## src/rtl/fetch_stage_pkg.sv

```systemverilog
// rtl/fetch_stage_pkg.sv - shared types and defaults for the instruction fetch stage
package fetch_stage_pkg;

    localparam logic [31:0] RESET_PC_DEFAULT        = 32'h0000_2000;
    localparam logic [31:0] NOP_INST_DEFAULT        = 32'h0000_0013;
    localparam int          MAX_OUTSTANDING_DEFAULT = 2;

    // Fetch-to-decode register contents
    typedef struct packed {
        logic        valid;
        logic [31:0] inst;
        logic [31:0] pc;
    } dec_entry_t;

    // Response queue entry: instruction word plus the address it was fetched from
    typedef struct packed {
        logic [31:0] inst;
        logic [31:0] pc;
    } q_entry_t;

    function automatic logic [31:0] word_align(input logic [31:0] addr);
        return addr & 32'hFFFF_FFFC;
    endfunction

endpackage

```

## src/rtl/fetch_queue.sv

```systemverilog
// rtl/fetch_queue.sv - small parameterised FIFO with push, pop, flush and occupancy count
module fetch_queue
    import fetch_stage_pkg::*;
#(
    parameter int DEPTH = MAX_OUTSTANDING_DEFAULT,
    parameter int WIDTH = 32
) (
    input  logic                       clk,
    input  logic                       reset,
    input  logic                       push,
    input  logic [WIDTH-1:0]           push_data,
    input  logic                       pop,
    output logic [WIDTH-1:0]           pop_data,
    input  logic                       flush,
    output logic [$clog2(DEPTH+1)-1:0] count,
    output logic                       full,
    output logic                       empty
);

    localparam int PW = (DEPTH > 1) ? $clog2(DEPTH) : 1;
    localparam int CW = $clog2(DEPTH + 1);

    logic [WIDTH-1:0] mem [DEPTH];
    logic [PW-1:0]    rd_ptr;
    logic [PW-1:0]    wr_ptr;
    logic             do_push;
    logic             do_pop;

    function automatic logic [PW-1:0] bump(input logic [PW-1:0] p);
        return (p == PW'(DEPTH - 1)) ? '0 : p + PW'(1);
    endfunction

    assign full     = (count == CW'(DEPTH));
    assign empty    = (count == '0);
    assign do_pop   = pop && !empty;
    // A push into a full queue is accepted only when the head leaves in the same cycle
    assign do_push  = push && (!full || do_pop);
    assign pop_data = mem[rd_ptr];

    always_ff @(posedge clk or negedge reset) begin
        if (!reset) begin
            rd_ptr <= '0;
            wr_ptr <= '0;
            count  <= '0;
        end else if (flush) begin
            rd_ptr <= '0;
            wr_ptr <= '0;
            count  <= '0;
        end else begin
            if (do_push) wr_ptr <= bump(wr_ptr);
            if (do_pop)  rd_ptr <= bump(rd_ptr);
            count <= count + CW'(do_push) - CW'(do_pop);
        end
    end

    always_ff @(posedge clk) begin
        if (do_push && !flush) mem[wr_ptr] <= push_data;
    end

endmodule

```

## src/rtl/fetch_stage.sv

```systemverilog
// rtl/fetch_stage.sv - instruction fetch stage with in-flight tracking, response queue and decode register
module fetch_stage
    import fetch_stage_pkg::*;
#(
    parameter logic [31:0] RESET_PC        = RESET_PC_DEFAULT,
    parameter logic [31:0] NOP_INST        = NOP_INST_DEFAULT,
    parameter int          MAX_OUTSTANDING = MAX_OUTSTANDING_DEFAULT
) (
    input  logic        clk,
    input  logic        reset,
    output logic        imem_req_valid,
    output logic [31:0] imem_req_addr,
    input  logic        imem_req_ready,
    input  logic        imem_resp_valid,
    input  logic [31:0] imem_resp_data,
    input  logic        redirect_valid,
    input  logic [31:0] redirect_pc,
    input  logic        dec_stall,
    output logic        dec_valid,
    output logic [31:0] dec_inst,
    output logic [31:0] dec_pc
);

    localparam int CW = $clog2(MAX_OUTSTANDING + 1);
    localparam int OW = CW + 1;

    logic          reset_done;
    logic [31:0]   pc;
    logic [CW-1:0] drop;
    dec_entry_t    dec_q;

    logic          req_fire;
    logic          dec_adv;
    logic          resp_live;
    logic          bypass;
    logic [OW-1:0] occupancy;

    // In-flight request PCs; its occupancy is the in-flight count
    logic [31:0]   pcf_head;
    logic [CW-1:0] inflight;
    logic          pcf_full;
    logic          pcf_empty;

    // Buffered responses awaiting decode
    q_entry_t      q_in;
    q_entry_t      q_head;
    logic          q_push;
    logic          q_pop;
    logic [CW-1:0] q_count;
    logic          q_full;
    logic          q_empty;

    assign occupancy      = OW'(inflight) + OW'(q_count);
    assign imem_req_valid = reset_done && (occupancy < OW'(MAX_OUTSTANDING)) && !redirect_valid;
    assign imem_req_addr  = pc;
    assign req_fire       = imem_req_valid && imem_req_ready;

    assign dec_adv   = !dec_stall || !dec_q.valid;
    // Responses to requests issued before a redirect are stale, as is any response in the redirect cycle
    assign resp_live = imem_resp_valid && (drop == '0) && !redirect_valid;
    assign bypass    = resp_live && q_empty && dec_adv;
    assign q_push    = resp_live && !bypass;
    assign q_pop     = dec_adv && !q_empty && !redirect_valid;
    assign q_in      = '{inst: imem_resp_data, pc: pcf_head};

    fetch_queue #(
        .DEPTH(MAX_OUTSTANDING),
        .WIDTH(32)
    ) u_pc_fifo (
        .clk      (clk),
        .reset    (reset),
        .push     (req_fire),
        .push_data(pc),
        .pop      (imem_resp_valid),
        .pop_data (pcf_head),
        .flush    (1'b0),
        .count    (inflight),
        .full     (pcf_full),
        .empty    (pcf_empty)
    );

    fetch_queue #(
        .DEPTH(MAX_OUTSTANDING),
        .WIDTH($bits(q_entry_t))
    ) u_resp_queue (
        .clk      (clk),
        .reset    (reset),
        .push     (q_push),
        .push_data(q_in),
        .pop      (q_pop),
        .pop_data (q_head),
        .flush    (redirect_valid),
        .count    (q_count),
        .full     (q_full),
        .empty    (q_empty)
    );

    always_ff @(posedge clk or negedge reset) begin
        if (!reset) begin
            reset_done <= 1'b0;
            pc         <= RESET_PC;
            drop       <= '0;
            dec_q      <= '{valid: 1'b0, inst: NOP_INST, pc: 32'h0};
        end else begin
            reset_done <= 1'b1;
            if (redirect_valid) begin
                pc          <= word_align(redirect_pc);
                // Every request still outstanding after this edge belongs to the old path
                drop        <= inflight - CW'(imem_resp_valid);
                dec_q.valid <= 1'b0;
                dec_q.inst  <= NOP_INST;
            end else begin
                if (req_fire) pc <= pc + 32'd4;
                if (imem_resp_valid && (drop != '0)) drop <= drop - CW'(1);
                if (dec_adv) begin
                    if (!q_empty) begin
                        dec_q <= '{valid: 1'b1, inst: q_head.inst, pc: q_head.pc};
                    end else if (bypass) begin
                        dec_q <= '{valid: 1'b1, inst: imem_resp_data, pc: pcf_head};
                    end else begin
                        dec_q.valid <= 1'b0;
                        dec_q.inst  <= NOP_INST;
                    end
                end
            end
        end
    end

    assign dec_valid = dec_q.valid;
    assign dec_inst  = dec_q.inst;
    assign dec_pc    = dec_q.pc;

    a_resp_queue_full: assert property (@(posedge clk) disable iff (!reset)
        !(imem_resp_valid && q_full));
    a_resp_unrequested: assert property (@(posedge clk) disable iff (!reset)
        !(imem_resp_valid && pcf_empty));
    a_pc_fifo_overflow: assert property (@(posedge clk) disable iff (!reset)
        !(req_fire && pcf_full && !imem_resp_valid));

endmodule

```

## config.mk

```make
export PLATFORM = sky130hd
export DESIGN_NAME = fetch_stage
export DESIGN_NICKNAME = d
export VERILOG_FILES = /design/src/rtl/fetch_stage_pkg.sv /design/src/rtl/fetch_queue.sv /design/src/rtl/fetch_stage.sv
export SDC_FILE = /design/constraint.sdc
export NUM_CORES = 1
export LEC_CHECK = 0
export ABC_AREA = 1
export CELL_PAD_IN_SITES_DETAIL_PLACEMENT = 1
export CELL_PAD_IN_SITES_GLOBAL_PLACEMENT = 1
export CORE_UTILIZATION = 30
export CTS_CLUSTER_DIAMETER = 30
export CTS_CLUSTER_SIZE = 24
export DETAILED_ROUTE_END_ITERATION = 8
export GPL_ROUTABILITY_DRIVEN = 0
export PLACE_DENSITY_LB_ADDON = 0.1
export SYNTH_ARGS = -nofsm -noshare
export SYNTH_HDL_FRONTEND = slang
export SYNTH_SLANG_ARGS = --single-unit
```

## constraint.sdc

```tcl
create_clock -name clk -period 3.96 [get_ports clk]
set_input_delay 0.99 -clock clk [delete_from_list [all_inputs] [get_ports clk]]
set_output_delay 0.99 -clock clk [all_outputs]
set_load 0.02 [all_outputs]
```

* Word-level counts from Yosys, hierarchy flattened
Memory sizes are Yosys's and may differ from the RTL's.
Index checks and enable logic that the tools add are counted.
** Operators by class
- Shift-type cells :: 0
- Bitwise logic cells :: 1
- Div/mod/pow operators :: 0
- Add/sub/neg operators :: 12
- Magnitude comparators :: 1
- Multiply operators :: 0
- Reduce and logical (&&, ||, !) cells :: 37
- Mux-type cells :: 22
- Equality and inequality tests :: 3
** Operator list (number)
- $mux 65 :: 2
- $mux 32 :: 3
- $mux 33 :: 2
- $add 32x3->32 const B :: 1
- $logic_and 1x1->1 :: 16
- $mux 1 :: 12
- $reduce_bool 2->1 :: 6
- $logic_not 1->1 :: 8
- $logic_not 2->1 :: 3
- $mux 2 :: 3
- $sub 2x1->2 :: 3
- $add 1x1->1 const B :: 4
- $add 2x1->2 :: 2
- $eq 2x2->1 const B :: 2
- $add 2x2->3 :: 1
- $logic_or 1x1->1 :: 3
- $lt 3x2->1 const B :: 1
- $reduce_and 3->1 :: 1
- $ne 2x2->1 const B :: 1
- $sub 2x1->2 const B :: 1
- $not 1->1 :: 1
** Word-level totals
- Output and inout port bits :: 98
- Bits in read-only memories :: 0
- Bits in writable memories :: 192
- Input bits :: 70
- Latch bits :: 0
- Word-level logic and storage cells :: 90
- Register bits after elaboration :: 108
- Memories kept :: 2
** Memories
- u_resp_queue.mem :: depth 2, bits a word 64, read ports 1, clocked after memory_dff 0, write ports 1, RTL line fetch_queue.sv:23 : logic [WIDTH-1:0] mem [DEPTH];
- u_pc_fifo.mem :: depth 2, bits a word 32, read ports 1, clocked after memory_dff 0, write ports 1, RTL line fetch_queue.sv:23

* Logic depth before layout (Yosys ltp)
- Depth after elaboration :: 11
- Gate-level depth with buffers :: 11
- Depth with buffers taken out :: 11

* Hierarchy
A second synthesis with hierarchy kept.
** Second synthesis, totals
- Cell total of the unflattened synthesis :: 1319
- Area total of the unflattened synthesis :: 13125.1 µm²
** By module, submodules not included
- fetch_stage :: area each 5592.9 µm², cells an instance 736, instances 1
- fetch_queue (u_resp_queue) :: area each 4927.2 µm², cells an instance 373, instances 1
- fetch_queue (u_pc_fifo) :: area each 2605.0 µm², cells an instance 210, instances 1

* Least setup slack after synthesis
Ideal clock, no wire load.
- Path type :: input port to flip-flop
- From :: input port redirect_valid
- To :: memory u_resp_queue.mem[0][10] (netlist name) (enable)
- Path slack :: -720 ps
- Path buffers :: 2
- Stages on the path :: 7
- Arrival time :: 4197 ps
- Path through :: buf_6 inv_6 buf_4 nand2_1 inv_1 nand3_1 nor2_1
** On the way
- Word-level cells in the longest chain between the ends :: 10
** Ends and longest elaborated chain
- start, declared :: RTL line fetch_stage.sv:16 : input logic redirect_valid,
- $logic_not 1->1 * :: RTL line fetch_queue.sv:57, fetch_stage.sv:60, fetch_stage.sv:63
- $logic_and 1x1->1 :: RTL line fetch_stage.sv:60 : assign resp_live = imem_resp_valid && (drop == '0) && !redirect_valid;
- $logic_and 1x1->1 (2 in a row) :: RTL line fetch_stage.sv:61 : assign bypass = resp_live && q_empty && dec_adv;
- $logic_not 1->1 :: RTL line fetch_stage.sv:62 : assign q_push = resp_live && !bypass;
- $logic_and 1x1->1 :: RTL line fetch_stage.sv:62
- $logic_and 1x1->1 :: RTL line fetch_queue.sv:37 : assign do_push = push && (!full || do_pop);
- $logic_and 1x1->1 * :: RTL line fetch_queue.sv:57 : if (do_push && !flush) mem[wr_ptr] <= push_data;
- $mux 1 * :: RTL line fetch_queue.sv:57
- $mux 1 (not written as such) * :: RTL line fetch_queue.sv:57
- end, declared :: RTL line fetch_queue.sv:23
Mark *: on every way between the ends. The rest lies on a longest branch, timed or not.

* Worst setup path after layout
- From :: register u_resp_queue.count[0]
- To :: output port imem_req_valid
** On the way
- Word-level cells in the longest chain between the ends :: 4
** Ends and longest elaborated chain
- start, declared :: RTL line fetch_queue.sv:15 : output logic [$clog2(DEPTH+1)-1:0] count,
- start signal, assigned :: RTL line fetch_queue.sv:52 : count <= count + CW'(do_push) - CW'(do_pop);
- $add 2x2->3 :: RTL line fetch_stage.sv:53 : assign occupancy = OW'(inflight) + OW'(q_count);
- $lt 3x2->1 :: RTL line fetch_stage.sv:54 : assign imem_req_valid = reset_done && (occupancy < OW'(MAX_OUTSTANDING)) && !redirect_valid;
- $logic_and 1x1->1 (2 in a row) :: RTL line fetch_stage.sv:54
- end, declared :: RTL line fetch_stage.sv:11 : output logic imem_req_valid,
No other way between the ends.

==> flow_summary.yaml <==
yosys:
  synth_edf_count: 184
  syn-cell-area_um2: 12500
  ys_seq_elements: 288
  synthDominantCellAreaShare: 0.4421
  synthCells: 1099
  synth-main-ff-cell: "edfxtp_1"
  ys_top_cells_by_area: "edfxtp_1 44%, dfrtp_1 20%, nand2_1 7.5%"
  yosys_warnings: 0
  ys_types: 46
  async_flop_share: 0.3611
  syn_area_per_cell_um2: 11.37
  ys_seq_area_frac: 0.6508
  synth_top_cell_by_area: "edfxtp_1"
power_and_ir_drop:
  power_density_nw_per_um2: 827.2
  leakage_nw: 6.935
  internal_power_mw: 10.04
  seqPwrFrac: 0.295
  swShare: 0.3074
  ir_drop_mv: 0.3359
  power_switching_mw: 4.457
  clkPwrFrac: 0.460
  total_power_mw: 14.50
  combPwrFrac: 0.245
job:
  maxCapViolCount: 0
cells_and_area:
  final_core_util: 0.4282
  area_delta_synth_final_pct: 40.24
  final_cell_area_um2: 17530
  diodes: 0
  drive_gt1_frac: 0.1958
  stdcell_count: 1916
  fin_nets: 1394
sta:
  worst_hold_slack_ns: 0.4853
  slew_viol_final: 0
  setup_viol: 0
  fin_crit_sh: 0.9160
  relSlewSlack: 0.3787
  rsz0062_at_grt: "no"
  layout_min_cycle_time_ns: 3.627
  finClkSkew_ns: 0.01620
  hold_viol: 0
  fin_ws_ns: 0.3328
  fmaxAchievable_mhz: 275.7
  worst_pin_slew_ns: 0.9320
  fin_tns_setup_ns: 0
clock_network:
  clkLatencyLatePin_ns: 0.58
  clock-sinks: 288
  cts_resized: 0
  hold_buffers: 0
  numCtsBuffers: 80
  cts.reportedPaths.clkPinSlew_ns: 0.04
  root_buffer: "clkbuf_16"
  cts_setup_buffers: 0
  cts_tree: "built"
  clk_path_buf_depth: 3
  htreeDepth: 3
detailed_routing:
  wl_per_cell_um: 17.93
  drc: 0
  drt_pass1_iterations: 4
  drt_iter0_markers: 379
  vias: 8744
  vias_per_cell: 4.564
  drt_wl_total_um: 34360
  ant_nets: 0
grt:
  grt_overflow: 0
  grt.total_usage: 0.1680
  grt_antenna_before_repair: 0
  busiest_layer: "met2"
  met3_usage: 0.03390
  grt_util_met2: 0.2782
  grt_max_degree: 65
  grt_pass1_wl_um: 53790
  first_global_vias: 9450
  grt.met1_usage: 0.2128
floorplanning:
  core-area_um2: 40920
  start_util: 0.3054
  die_w_um: 206.1
  rows: 74
  die_h_um: 206.1
  die-area_um2: 42480
  io_pins: 168
run_status:
  outcome: "finished, final reports clean"
setup_path:
  critPathCaptureType: "output pin"
  cp_data_arrival_time_ns: 2.64
  crit_type: "flop to output pin"
  cp.required_ns: 2.97
  crit_path_start_kind: "flop"
  worst-path-max-fanout: 2
placement:
  dp_slack_ns: 0.5312
  dp_cells: 1766
  port_buffers: 161
  placed_area_um2: 14690
  dpl.hpwl_um: 21700
worst_hold_path:
  hold_class: "input port to asynchronous set/reset pin"
-- power groups by stage --
stage / registers, mW / clock network (mW) / logic, mW
after CTS: 4.30 / 6.79 / 3.66
final: 4.28 / 6.66 / 3.55
after floorplan: 4.61 / 0 / 1.83
after detailed placement: 4.34 / 0 / 3.65
after global placement: 4.32 / 0 / 3.61
after global routing: 4.36 / 6.95 / 3.95
-- metal layers --
metal | vias up | routed length [um]
li1 | 4214 | -
met1 | 4247 | 15750
met2 | 216 | 16320
met3 | 67 | 1372
met4 | 0 | 909
met5 | - | 0
-- synthesized netlist by cell type (2+ instances only) --
master,number
buf_6,8
nand3_1,52
nand2_1,249
nor3_1,2
clkbuf_1,17
mux2i_1,28
o21ai_1,2
o21bai_1,7
a31oi_1,30
o211ai_2,18
nor2_4,3
and2_1,2
inv_2,7
dfstp_2,4
a21boi_0,2
inv_4,2
buf_2,13
inv_1,83
nor2_2,5
or2_2,60
nor2_1,77
dfrtp_1,100
xor2_1,4
buf_4,9
edfxtp_1,184
xnor2_1,8
nand2_2,7
a21oi_1,2
conb_1,2
o21ai_0,44
ha_1,7
nand3_2,3
a211oi_1,2
o211ai_1,44
-- final timing paths --
kind | start | endpoint | slack (ns) | cells after the start
worst max-delay path | u_resp_queue.count[0] | imem_req_valid | 0.33 | 7
worst min-delay path | reset | dec_inst[11] | 0.49 | 1
worst max register to register | u_resp_queue.count[0] | u_pc_fifo.mem[1][12] | 1.51 | 9
worst min register to register | dec_inst[16] | dec_inst[16] | 0.49 | 2
max in group asynchronous | reset | imem_req_addr[13] | 2.69 | 2
min in group clk | dec_inst[16] | dec_inst[16] | 0.49 | 2
-- cells in the final DEF, fill, tap and decap left out, drive strengths merged, types with 4 or more instances in the layout --
cell type | Yosys | final
bufinv | 0 | 13
o21ai | 47 | 47
inv | 93 | 95
nand3 | 56 | 56
nand2 | 257 | 257
xnor2 | 8 | 8
clkbuf | 17 | 103
or2 | 60 | 60
o21bai | 7 | 7
ha | 7 | 7
o211ai | 62 | 62
xor2 | 4 | 4
a31oi | 30 | 30
edfxtp | 184 | 184
clkinvlp | 0 | 4
dfstp | 4 | 4
clkdlybuf4s50 | 0 | 160
buf | 32 | 21
mux2i | 28 | 28
conb | 2 | 5
dfrtp | 100 | 100
clkinv | 1 | 29
nor2 | 86 | 86
-- logic make-up (layout without fill, tap and decap cells) --
| family | after synthesis | count (layout) | synth area share |
|---|---|---|---|
| flops | 288 | 288 | 0.6508 |
| fa+ha+maj | 8 | 8 | 0.008610 |
| compound gates | 153 | 153 | 0.08650 |
| mux | 28 | 28 | 0.02243 |
| buf+inv | 143 | 425 | 0.05386 |
| other cells | 2 | 5 | 0.0006009 |
| xor+xnor | 12 | 12 | 0.008410 |
| simple gates | 465 | 465 | 0.1688 |
-- worst max-delay path, stage by stage (launching register included) --
cell	delay, ns
dfrtp_1	0.39
nand2_1	0.08
inv_1	0.05
fa_1	0.44
nor2_1	0.26
nand3_1	0.17
inv_1	0.08
clkdlybuf4s50_1	0.60
-- registers in the layout (all words and copies together) (netlist names) --
| signal | count |
|---|---|
| u_pc_fifo.rd_ptr | 1 |
| u_resp_queue.rd_ptr | 1 |
| dec_inst | 32 |
| u_pc_fifo.mem | 60 |
| dec_pc | 30 |
| u_resp_queue.wr_ptr | 1 |
| u_resp_queue.mem | 124 |
| dec_valid | 1 |
| drop | 2 |
| u_resp_queue.count | 2 |
| imem_req_addr | 30 |
| u_pc_fifo.wr_ptr | 1 |
| u_pc_fifo.count | 2 |
| reset_done | 1 |
-- area by class of cell --
cell class	count	area, um2
fillers	4416	23400
inverters	94	362.8
clock inverters	47	620.6
flip-flops and latches	288	8134
well taps	532	665.6
repair buffers	181	1809
multi-input cells	671	3722
clock buffers	103	2211
Power figures use the tool's default switching activity.
